--- config.mk ---
export PLATFORM = sky130hd
export DESIGN_NAME = nonce_result_tx
export DESIGN_NICKNAME = d
export VERILOG_FILES = /design/src/rtl/nonce_result_tx.sv
export SDC_FILE = /design/constraint.sdc
export NUM_CORES = 1
export LEC_CHECK = 0
export BUFFER_PORTS_ARGS = -buffer_cell sky130_fd_sc_hd__buf_2
export CAP_MARGIN = 20
export CORE_MARGIN = 4
export CORE_UTILIZATION = 60
export CTS_CLUSTER_DIAMETER = 80
export DETAILED_ROUTE_END_ITERATION = 12
export GPL_TIMING_DRIVEN = 0
export PLACE_DENSITY = 0.77
export SYNTH_ARGS = -nofsm -noshare
export SYNTH_HDL_FRONTEND = slang
export SYNTH_SLANG_ARGS = --single-unit
--- constraint.sdc ---
create_clock -name clk -period 2.9 [get_ports clk]
set_input_delay 0.435 -clock clk [delete_from_list [all_inputs] [get_ports clk]]
set_output_delay 0.435 -clock clk [all_outputs]
set_load 0.01 [all_outputs]
--- src/rtl/nonce_result_tx.sv ---
// nonce_result_tx
// Collects winning nonces reported by HASHERS hasher cores, queues them in a
// FIFO and sends each one to the host byte link as a 10-byte frame:
//   SYNC_BYTE, nonce byte 0 .. byte 7 (little-endian), XOR of the 8 nonce bytes.
// The miner software resynchronises on SYNC_BYTE and applies the full target check.
//
// Ports:
//   clk, nRst       - clock, asynchronous active-low reset
//   GoodNonceFound  - per-core single-cycle found strobe
//   NonceIn         - per-core nonce, core i at [64*i +: 64], valid with its strobe
//   FlushReq        - discards every buffered result whose frame has not started
//   TxData, TxValid - byte toward the host link, held stable until accepted
//   TxReady         - host link accepts the presented byte
//   FifoLevel       - current FIFO occupancy
//   DropCount       - saturating count of results lost to holding-register collisions
module nonce_result_tx #(
    parameter int         HASHERS    = 1,
    parameter int         FIFO_DEPTH = 8,
    parameter logic [7:0] SYNC_BYTE  = 8'hAA
) (
    input  logic                        clk,
    input  logic                        nRst,
    input  logic [HASHERS-1:0]          GoodNonceFound,
    input  logic [64*HASHERS-1:0]       NonceIn,
    input  logic                        FlushReq,
    output logic [7:0]                  TxData,
    output logic                        TxValid,
    input  logic                        TxReady,
    output logic [$clog2(FIFO_DEPTH):0] FifoLevel,
    output logic [15:0]                 DropCount
);
    localparam int AW    = $clog2(FIFO_DEPTH);
    localparam int LVL_W = AW + 1;
    // A single core still needs a one-bit arbiter index
    localparam int IW    = (HASHERS > 1) ? $clog2(HASHERS) : 1;

    typedef enum logic [1:0] {
        S_IDLE = 2'd0,
        S_SYNC = 2'd1,
        S_DATA = 2'd2,
        S_CSUM = 2'd3
    } state_e;

    // Holding registers and arbitration
    logic [HASHERS-1:0]       pend_q, pend_d;
    logic [HASHERS-1:0][63:0] hold_q;
    logic [HASHERS-1:0]       cap_s;
    logic [HASHERS-1:0]       drop_s;
    logic [IW-1:0]            rr_q, rr_d;
    logic [IW-1:0]            win_s;
    logic                     any_pend_s;
    logic                     push_s;
    logic                     pop_s;

    // Drop counter
    logic [15:0] drop_q, drop_d;
    logic [4:0]  drop_cnt_s;
    logic [16:0] drop_sum_s;

    // FIFO
    logic [63:0]      mem_q [FIFO_DEPTH];
    logic [AW-1:0]    wr_q, rd_q;
    logic [LVL_W-1:0] cnt_q;
    logic             full_s, empty_s;

    // Transmit FSM
    state_e      state_q;
    logic [63:0] shift_q;
    logic [7:0]  csum_q;
    logic [2:0]  idx_q;
    logic [7:0]  tx_data_q;
    logic        tx_valid_q;

    assign full_s  = (cnt_q == LVL_W'(FIFO_DEPTH));
    assign empty_s = (cnt_q == '0);

    // A flush discards the push of this edge; a pop needs data and an idle transmitter
    assign push_s = any_pend_s && !full_s && !FlushReq;
    assign pop_s  = (state_q == S_IDLE) && !empty_s && !FlushReq;

    // Round-robin search: nearest pending core at or after the pointer wins
    always_comb begin : rr_search
        int idx;
        idx        = 0;
        win_s      = '0;
        any_pend_s = 1'b0;
        // Walk from farthest to nearest so the nearest pending core is written last
        for (int off = HASHERS - 1; off >= 0; off--) begin
            idx = int'(rr_q) + off;
            if (idx >= HASHERS) begin
                idx = idx - HASHERS;
            end else begin
                idx = idx;
            end
            if (pend_q[idx]) begin
                win_s      = IW'(idx);
                any_pend_s = 1'b1;
            end else begin
                any_pend_s = any_pend_s;
            end
        end
    end

    // Pointer moves past the winner after every push
    always_comb begin
        if (push_s) begin
            if (win_s == IW'(HASHERS - 1)) begin
                rr_d = '0;
            end else begin
                rr_d = win_s + IW'(1);
            end
        end else begin
            rr_d = rr_q;
        end
    end

    // Per-core holding register update: capture, clear on push, collision detect
    always_comb begin
        pend_d = pend_q;
        cap_s  = '0;
        drop_s = '0;
        for (int i = 0; i < HASHERS; i++) begin
            if (FlushReq) begin
                pend_d[i] = 1'b0;
            end else if (GoodNonceFound[i]) begin
                // A push out of this register on the same edge frees it for the new nonce
                if (pend_q[i] && !(push_s && (win_s == IW'(i)))) begin
                    drop_s[i] = 1'b1;
                end else begin
                    cap_s[i]  = 1'b1;
                    pend_d[i] = 1'b1;
                end
            end else if (push_s && (win_s == IW'(i))) begin
                pend_d[i] = 1'b0;
            end else begin
                pend_d[i] = pend_q[i];
            end
        end
    end

    // Saturating add of the number of cores that lost a result this edge
    always_comb begin
        drop_cnt_s = 5'd0;
        for (int i = 0; i < HASHERS; i++) begin
            drop_cnt_s = drop_cnt_s + 5'(drop_s[i]);
        end
        drop_sum_s = {1'b0, drop_q} + {12'd0, drop_cnt_s};
        if (drop_sum_s[16]) begin
            drop_d = 16'hFFFF;
        end else begin
            drop_d = drop_sum_s[15:0];
        end
    end

    // Holding registers, arbiter pointer and drop counter
    always_ff @(posedge clk or negedge nRst) begin
        if (!nRst) begin
            pend_q <= '0;
            hold_q <= '0;
            rr_q   <= '0;
            drop_q <= 16'd0;
        end else begin
            pend_q <= pend_d;
            rr_q   <= rr_d;
            drop_q <= drop_d;
            for (int i = 0; i < HASHERS; i++) begin
                if (cap_s[i]) begin
                    hold_q[i] <= NonceIn[64*i +: 64];
                end
            end
        end
    end

    // Result FIFO storage and pointers; level is unchanged on simultaneous push and pop
    always_ff @(posedge clk or negedge nRst) begin
        if (!nRst) begin
            for (int i = 0; i < FIFO_DEPTH; i++) begin
                mem_q[i] <= 64'd0;
            end
            wr_q  <= '0;
            rd_q  <= '0;
            cnt_q <= '0;
        end else if (FlushReq) begin
            wr_q  <= '0;
            rd_q  <= '0;
            cnt_q <= '0;
        end else begin
            if (push_s) begin
                mem_q[wr_q] <= hold_q[win_s];
                wr_q        <= wr_q + AW'(1);
            end
            if (pop_s) begin
                rd_q <= rd_q + AW'(1);
            end
            case ({push_s, pop_s})
                2'b10:   cnt_q <= cnt_q + LVL_W'(1);
                2'b01:   cnt_q <= cnt_q - LVL_W'(1);
                default: cnt_q <= cnt_q;
            endcase
        end
    end

    // Frame transmitter; TxValid stays high from SYNC through CSUM, so a handshake is TxReady
    always_ff @(posedge clk or negedge nRst) begin
        if (!nRst) begin
            state_q    <= S_IDLE;
            shift_q    <= 64'd0;
            csum_q     <= 8'd0;
            idx_q      <= 3'd0;
            tx_data_q  <= 8'd0;
            tx_valid_q <= 1'b0;
        end else begin
            case (state_q)
                S_IDLE: begin
                    if (pop_s) begin
                        shift_q    <= mem_q[rd_q];
                        csum_q     <= 8'd0;
                        tx_data_q  <= SYNC_BYTE;
                        tx_valid_q <= 1'b1;
                        state_q    <= S_SYNC;
                    end
                end
                S_SYNC: begin
                    if (TxReady) begin
                        idx_q     <= 3'd0;
                        tx_data_q <= shift_q[7:0];
                        state_q   <= S_DATA;
                    end
                end
                S_DATA: begin
                    if (TxReady) begin
                        csum_q  <= csum_q ^ shift_q[7:0];
                        shift_q <= {8'd0, shift_q[63:8]};
                        idx_q   <= idx_q + 3'd1;
                        if (idx_q == 3'd7) begin
                            // Last nonce byte accepted: present the finished checksum
                            tx_data_q <= csum_q ^ shift_q[7:0];
                            state_q   <= S_CSUM;
                        end else begin
                            tx_data_q <= shift_q[15:8];
                        end
                    end
                end
                S_CSUM: begin
                    if (TxReady) begin
                        tx_data_q  <= 8'd0;
                        tx_valid_q <= 1'b0;
                        state_q    <= S_IDLE;
                    end
                end
                default: begin
                    tx_data_q  <= 8'd0;
                    tx_valid_q <= 1'b0;
                    state_q    <= S_IDLE;
                end
            endcase
        end
    end

    assign TxData    = tx_data_q;
    assign TxValid   = tx_valid_q;
    assign FifoLevel = cnt_q;
    assign DropCount = drop_q;

endmodule
## After elaboration in Yosys (flattened, before gate mapping)

Cells that the tools add are included.

- Bits in registers: 690
- Bits of input ports: 69
- Output and inout port bits: 29
- Word-level logic and storage cells: 134

- Add/sub/neg operators: 8
- Order comparisons: 6
- Equality and inequality tests: 13
- Muxes and demuxes: 54
- Bitwise gates (word level): 5
- Reductions and logical operators: 27

Operator list:

| kind | count |
|---|---|
| $bwmux 512 | 1 |
| $mux 64 | 6 |
| $bmux 64 s3 | 1 |
| $demux 64 s3 | 1 |
| $pmux 64 s2 | 1 |
| $mux 8 | 7 |
| $lt 32x2->1 const B | 1 |
| $mux 32 | 1 |
| $pmux 8 s4 | 1 |
| $mux 3 | 6 |
| $add 16x1->17 | 1 |
| $mux 1 | 17 |
| $mux 16 | 1 |
| $pmux 8 s2 | 1 |
| $mux 2 | 5 |
| $ne 2x2->1 const B | 5 |
| $reduce_bool 2->1 | 5 |
| $add 3x1->3 const B | 3 |
| $reduce_and 3->1 | 3 |
| $ge 4x4->1 const B | 2 |
| $not 3->4 | 2 |
| $pmux 2 s4 | 1 |
| $pmux 4 s2 | 1 |
| $xor 8x8->8 | 1 |
| other kinds (24) | 39 |

## Logic depth before layout (Yosys ltp)

- Word-level depth: 16
- Gate-level depth with buffers: 10
- Gate-level depth less buffers: 10

## Least setup slack after synthesis

OpenSTA, ideal clock, no wires.

- Kind: reg2reg
- From: register cnt_q[3], in the netlist FifoLevel[3]
- To: register cnt_q[3], in the netlist FifoLevel[3]
- Library setup time: 0.137 ns
- Arrival time: 2.495 ns
- Data required time: 2.763 ns
- Slack: 0.269 ns
- Stages on the path, launching flop included: 10
- Path buffers: 1
- Period minus slack after synthesis: 2.631 ns
- Path through: dfrtp_1 > buf_4 > o41ai_1 > nor2_1 > and2_1 > ha_1 > a211o_1 > o21a_1 > o211ai_1 > a31oi_1

- Longest elaborated chain between the ends: 7
- Elaborated cells on any way between the ends: 15
- Classes of those cells: add/sub: 2; eq/ne: 3; mux: 2; reduce/logical: 8

Ends and longest elaborated chain:

| element | RTL line | RTL |
|---|---|---|
| start, declared | 63 | `logic [LVL_W-1:0] cnt_q;` |
| start signal, assigned | 196 | `2'b10: cnt_q <= cnt_q + LVL_W'(1);` |
| start signal, assigned | 197 | `2'b01: cnt_q <= cnt_q - LVL_W'(1);` |
| start signal, assigned | 198 | `default: cnt_q <= cnt_q;` |
| $eq 4x4->1 or $logic_not 4->1 (tied branches) | 74, 75 |  |
| $logic_not 1->1, on equally long branches | 78, 79 |  |
| $logic_and 1x1->1, on equally long branches (2 in a row) | 78, 79 |  |
| $eq 2x1->1 or $eq 2x2->1 (tied branches) | 195 | `case ({push_s, pop_s})` |
| $pmux 4 s2 | 195 |  |
| $mux 4 | 183 | `end else if (FlushReq) begin` |

Parallel ways exist; a longest one is shown, timed or not.
A chain may end at the register's enable or synchronous reset.

## Final worst setup path

- From: register state_q[0]
- To: register shift_q[50]

- Longest elaborated chain between the ends: 5
- Elaborated cells on any way between the ends: 9
- Classes of those cells: eq/ne: 3; mux: 1; reduce/logical: 5

Ends and longest elaborated chain:

| element | RTL line | RTL |
|---|---|---|
| start, declared | 67 | `state_e state_q;` |
| start signal, assigned | 206 | `state_q <= S_IDLE;` |
| start signal, assigned | 220 | `state_q <= S_SYNC;` |
| start signal, assigned | 227 | `state_q <= S_DATA;` |
| $logic_not 2->1 | 79, 213 |  |
| $logic_and 1x1->1 (2 in a row) | 79 | `assign pop_s = (state_q == S_IDLE) && !empty_s && !FlushReq;` |
| $ne 2x2->1 (no line) | n/a |  |
| $reduce_and 3->1 (no line) | n/a |  |
| end signal, assigned | 216 | `shift_q <= mem_q[rd_q];` |
| end signal, assigned | 233 | `shift_q <= {8'd0, shift_q[63:8]};` |
| end, declared | 68 | `logic [63:0] shift_q;` |

Parallel ways exist; a longest one is shown, timed or not.

==> results_dict.tcl <==
set metrics [dict create \
    synth_cell_type_count 63 \
    synth_area_sq_mm 0.03095 \
    area_growth_pct 12.51 \
    crit_family "buffers and inverters" \
    layout.nets 2268 \
    cp-start-kind "flip-flop" \
    worstSetupStartpoint "state_q[0]$_DFFE_PN0P_" \
    peakVddDrop_uv 589.0 \
    cp_data_arrival_time_ns 3.26 \
    drv_cap 0 \
    worst_path_largest_cell_delay_ns 0.58 \
    ant_nets 0 \
    grt_pass1_vias 19210 \
    holdCritStartpoint "NonceIn[45]" \
    clockPowerShare_pct 30.3 \
    rsz0062_at_grt "false" \
    clock-sinks 689 \
    place_congestion 0.8689 \
    routedWlPerCell_microns 23.74 \
    path_cells "inv_1 > ha_1 > clkbuf_1 > inv_1 > clkbuf_1 > clkbuf_2 > mux2i_1 > o21ai_0" \
    cts_made_buffers 71 \
    post-route-drc-count 0 \
    ys_warn_count 0 \
    switching_share_pct 30.16 \
    p_comb_share_pct 26.1 \
    fin_crit_sh_pct 95.69 \
    clk_latency_ns 0.61 \
    place_hpwl_microns 45580 \
    cts.reportedPaths.clkPinSlew_ns 0.06 \
    yosys_most_used_dff "dfrtp_1" \
    netSwitchingPower_mw 8.935 \
    cp_slowest_cell "clkbuf_1" \
    maxSlewHeadroom_pct 36.07 \
    worstMarginPinSlew_ns 0.9590 \
    placed_area_sq_mm 0.03243 \
    min_period_ns 2.775 \
    powerDensity_mw_per_mm2 850.7 \
    antennaDiodeCount 0 \
    synth_mux_area_share_pct 34.38 \
    vias 17860 \
    r2r-start "state_q[0]$_DFFE_PN0P_" \
    power.internal_mw 20.69 \
    postLayoutCellArea_sq_mm 0.03482 \
    cts_max_level 3 \
    ctsLongestPathBuffers 3 \
    fill_cells 3410 \
    hp-class "in2reg" \
    syn_nets 2091 \
    synth_compound_area_share_pct 2.968 \
    finalHoldViolCount 0 \
    fp.dieH_microns 235.1 \
    rows 82 \
    finalSetupViolCount 0 \
    synthCells 2009 \
    die_area_sq_mm 0.05527 \
    clock_tree.root_cell "clkbuf_16" \
    portBuffers 95 \
    start_util_pct 61.18 \
    cts_tree "done" \
    cp_num_buf_inv 5 \
    drt-pass1-iter-count 5 \
    antenna_found_initial 3 \
    grt_usage_pct 25.42 \
    grt_pass1_wl_microns 111100 \
    drive_above_1_share_pct 42.73 \
    synth_xor_area_share_pct 0.2830 \
    drt_iter0_markers 1193 \
    synthAdderAreaFrac_pct 0.5499 \
    p_leak_nw 16.64 \
    tns_ns 0 \
    finalWirelength_microns 69180 \
    status "finished, final reports clean" \
    avgSynthCellArea_sq_um 15.40 \
    total_power_mw 29.62 \
    grt_max_degree 129 \
    cp.required_ns 3.38 \
    routed_via_density 6.129 \
    crit_fanout 10 \
    crit_path_end_kind "flip-flop" \
    yosysSeqAreaShare_pct 55.72 \
    seq_power_share_pct 43.7 \
    synth_top_family_by_area "multiplexers" \
    ys_seq_elements 689 \
    die_w_microns 235.1 \
    dp_slack_ns -0.7195 \
    drv_slew 0 \
    synth_edf_count 0 \
    grt.overflow.total 0 \
    crit_type "reg2reg" \
    synth-simple-area-share_pct 2.867 \
    fp.coreArea_sq_mm 0.05058 \
    fmax_mhz 360.4 \
    async_reset_ff_share_pct 100.0 \
    setup_slack_ns 0.1249 \
    skew_ns 0.01521 \
    pin_count 98 \
]
-- logic make-up after synthesis --
logic type,Yosys count
buffers and inverters,143
AO/OA/AOI/OAI,153
adder cells (fa/ha/maj),13
flip-flops,689
AND/OR/NAND/NOR,178
multiplexers,823
XOR/XNOR,10
-- flip-flops by register name, summed over array words and instances (netlist names) --
name	count
mem_q	512
hold_q	64
shift_q	64
DropCount	16
TxData	8
csum_q	8
FifoLevel	4
idx_q	3
rd_q	3
wr_q	3
state_q	2
TxValid	1
pend_q	1
-- worst paths after layout --
check	endpoint	slack (ns)	cells past startpoint
min in group asynchronous	DropCount[3]$_DFF_PN0_	0.51	2
setup reg to reg	shift_q[50]$_DFFE_PN0P_	0.12	8
max in group asynchronous	mem_q[445]$_DFFE_PN0P_	0.68	4
hold reg to reg	mem_q[470]$_DFFE_PN0P_	0.48	1
hold / removal	hold_q[45]$_DFFE_PN0P_	0.05	2
setup / recovery	shift_q[50]$_DFFE_PN0P_	0.12	8
-- timing repair --
action | in CTS | in global routing
pin swaps | 1 | 1
hold buffers | 1 | 0
setup endpoints to repair | 60 | 69
setup buffers | 1 | 0
endpoints found under the hold margin | 116 | 0
gates resized for setup | 14 | 18
-- cell usage in the layout, fill, tap and decap left out, types with 5 or more instances in the layout --
cell type  synthesis  routed
dfrtp_1          689     688
mux2_2           502     502
buf_2             37     137
mux2_1           137     137
mux4_2           128     128
nand2_1           92      92
o21ai_0           85      85
clkbuf_16          0      75
mux2i_1           56      56
clkbuf_1          32      43
buf_6             27      27
nor2_1            18      17
nand2b_1          17      17
clkbuf_8           0      15
clkbuf_2           3      14
a21oi_1           12      12
ha_1              12      12
a31oi_1           12      11
nand3_1           11      11
clkinv_2           0      11
inv_1             10      10
buf_1             16       9
buf_12             8       8
buf_8              6       8
a32oi_1            8       8
o21ai_1            6       6
and3_1             5       5
nor3_1             6       5
xnor2_1            5       5
xor2_1             5       5
buf_4              4       5
o2bb2ai_1          5       5
a211o_1            5       5
buf_16             0       5
-- worst register-to-register path, cell delays in order (launching register included) --
cell      delay, ns
dfrtp_1        0.41
inv_1          0.08
ha_1           0.23
clkbuf_1       0.28
inv_1          0.15
clkbuf_1       0.58
clkbuf_2       0.45
mux2i_1        0.36
o21ai_0        0.12
-- cells in the mapped netlist (3+ instances only) --
cell type	n	area [sq um]
a211o_1	5	43.79
nand2b_1	17	106.4
o2bb2ai_1	5	43.79
and4_1	3	26.28
nand3_1	11	55.05
ha_1	12	150.1
or3_1	3	18.77
nand4_1	3	18.77
a21oi_1	12	60.06
buf_8	6	90.09
a32oi_1	8	70.07
nor4_1	3	18.77
buf_1	16	60.06
buf_12	8	160.2
mux2_1	137	1543
nor3_1	6	30.03
buf_4	4	30.03
mux4_2	128	2883
clkbuf_1	32	120.1
clkbuf_2	3	15.01
o21ai_1	6	30.03
nand2_1	92	345.3
buf_2	37	185.2
and3_1	5	31.28
dfrtp_1	689	17240
xnor2_1	5	43.79
a31oi_1	12	75.07
mux2i_1	56	560.5
o21ai_0	85	425.4
nor2_1	18	67.56
mux2_2	502	5653
inv_1	10	37.54
buf_6	27	304.0
xor2_1	5	43.79
and2_1	3	18.77
-- routing by layer --
metal | share of wire, % | GRT usage, %
met5 | 0.039 | 0
met4 | 3.0 | 7.931
met3 | 4.6 | 4.651
met2 | 50 | 42.10
met1 | 43 | 34.85
-- per-stage QoR --
stage	hold slack (ns)	util (%)	instances
6_report	0.05429	68.84	2914
5_1_grt	0.03150	68.84	2914
4_1_cts	0.01352	68.77	2913
3_5_place_dp	0.4743	64.11	2782
3_3_place_gp	0.4666	63.78	2776
2_1_floorplan	0.1394	-	2009
-- area by class of cell --
cell class	count	area [sq um]	area share, %
sequential	689	17240	49.52
multi-input combinational	1177	12750	36.61
clock buffer	112	2166	6.220
buffer	132	988.4	2.839
tap	672	840.8	2.415
timing repair buffer	105	668.1	1.919
clock inverter	17	126.4	0.3629
inverter	10	37.54	0.1078
-- power by group through the flow --
stage	Combinational [mW]	Sequential (mW)	Clock, mW
after floorplan	5.58	12.5	0
after global placement	7.33	12.9	0
after detailed placement	7.64	13.0	0
after CTS	7.73	12.9	9.12
after global routing	8.38	13.2	9.48
final	7.72	12.9	8.96
Note: power is estimated with default switching activity, not from simulation.
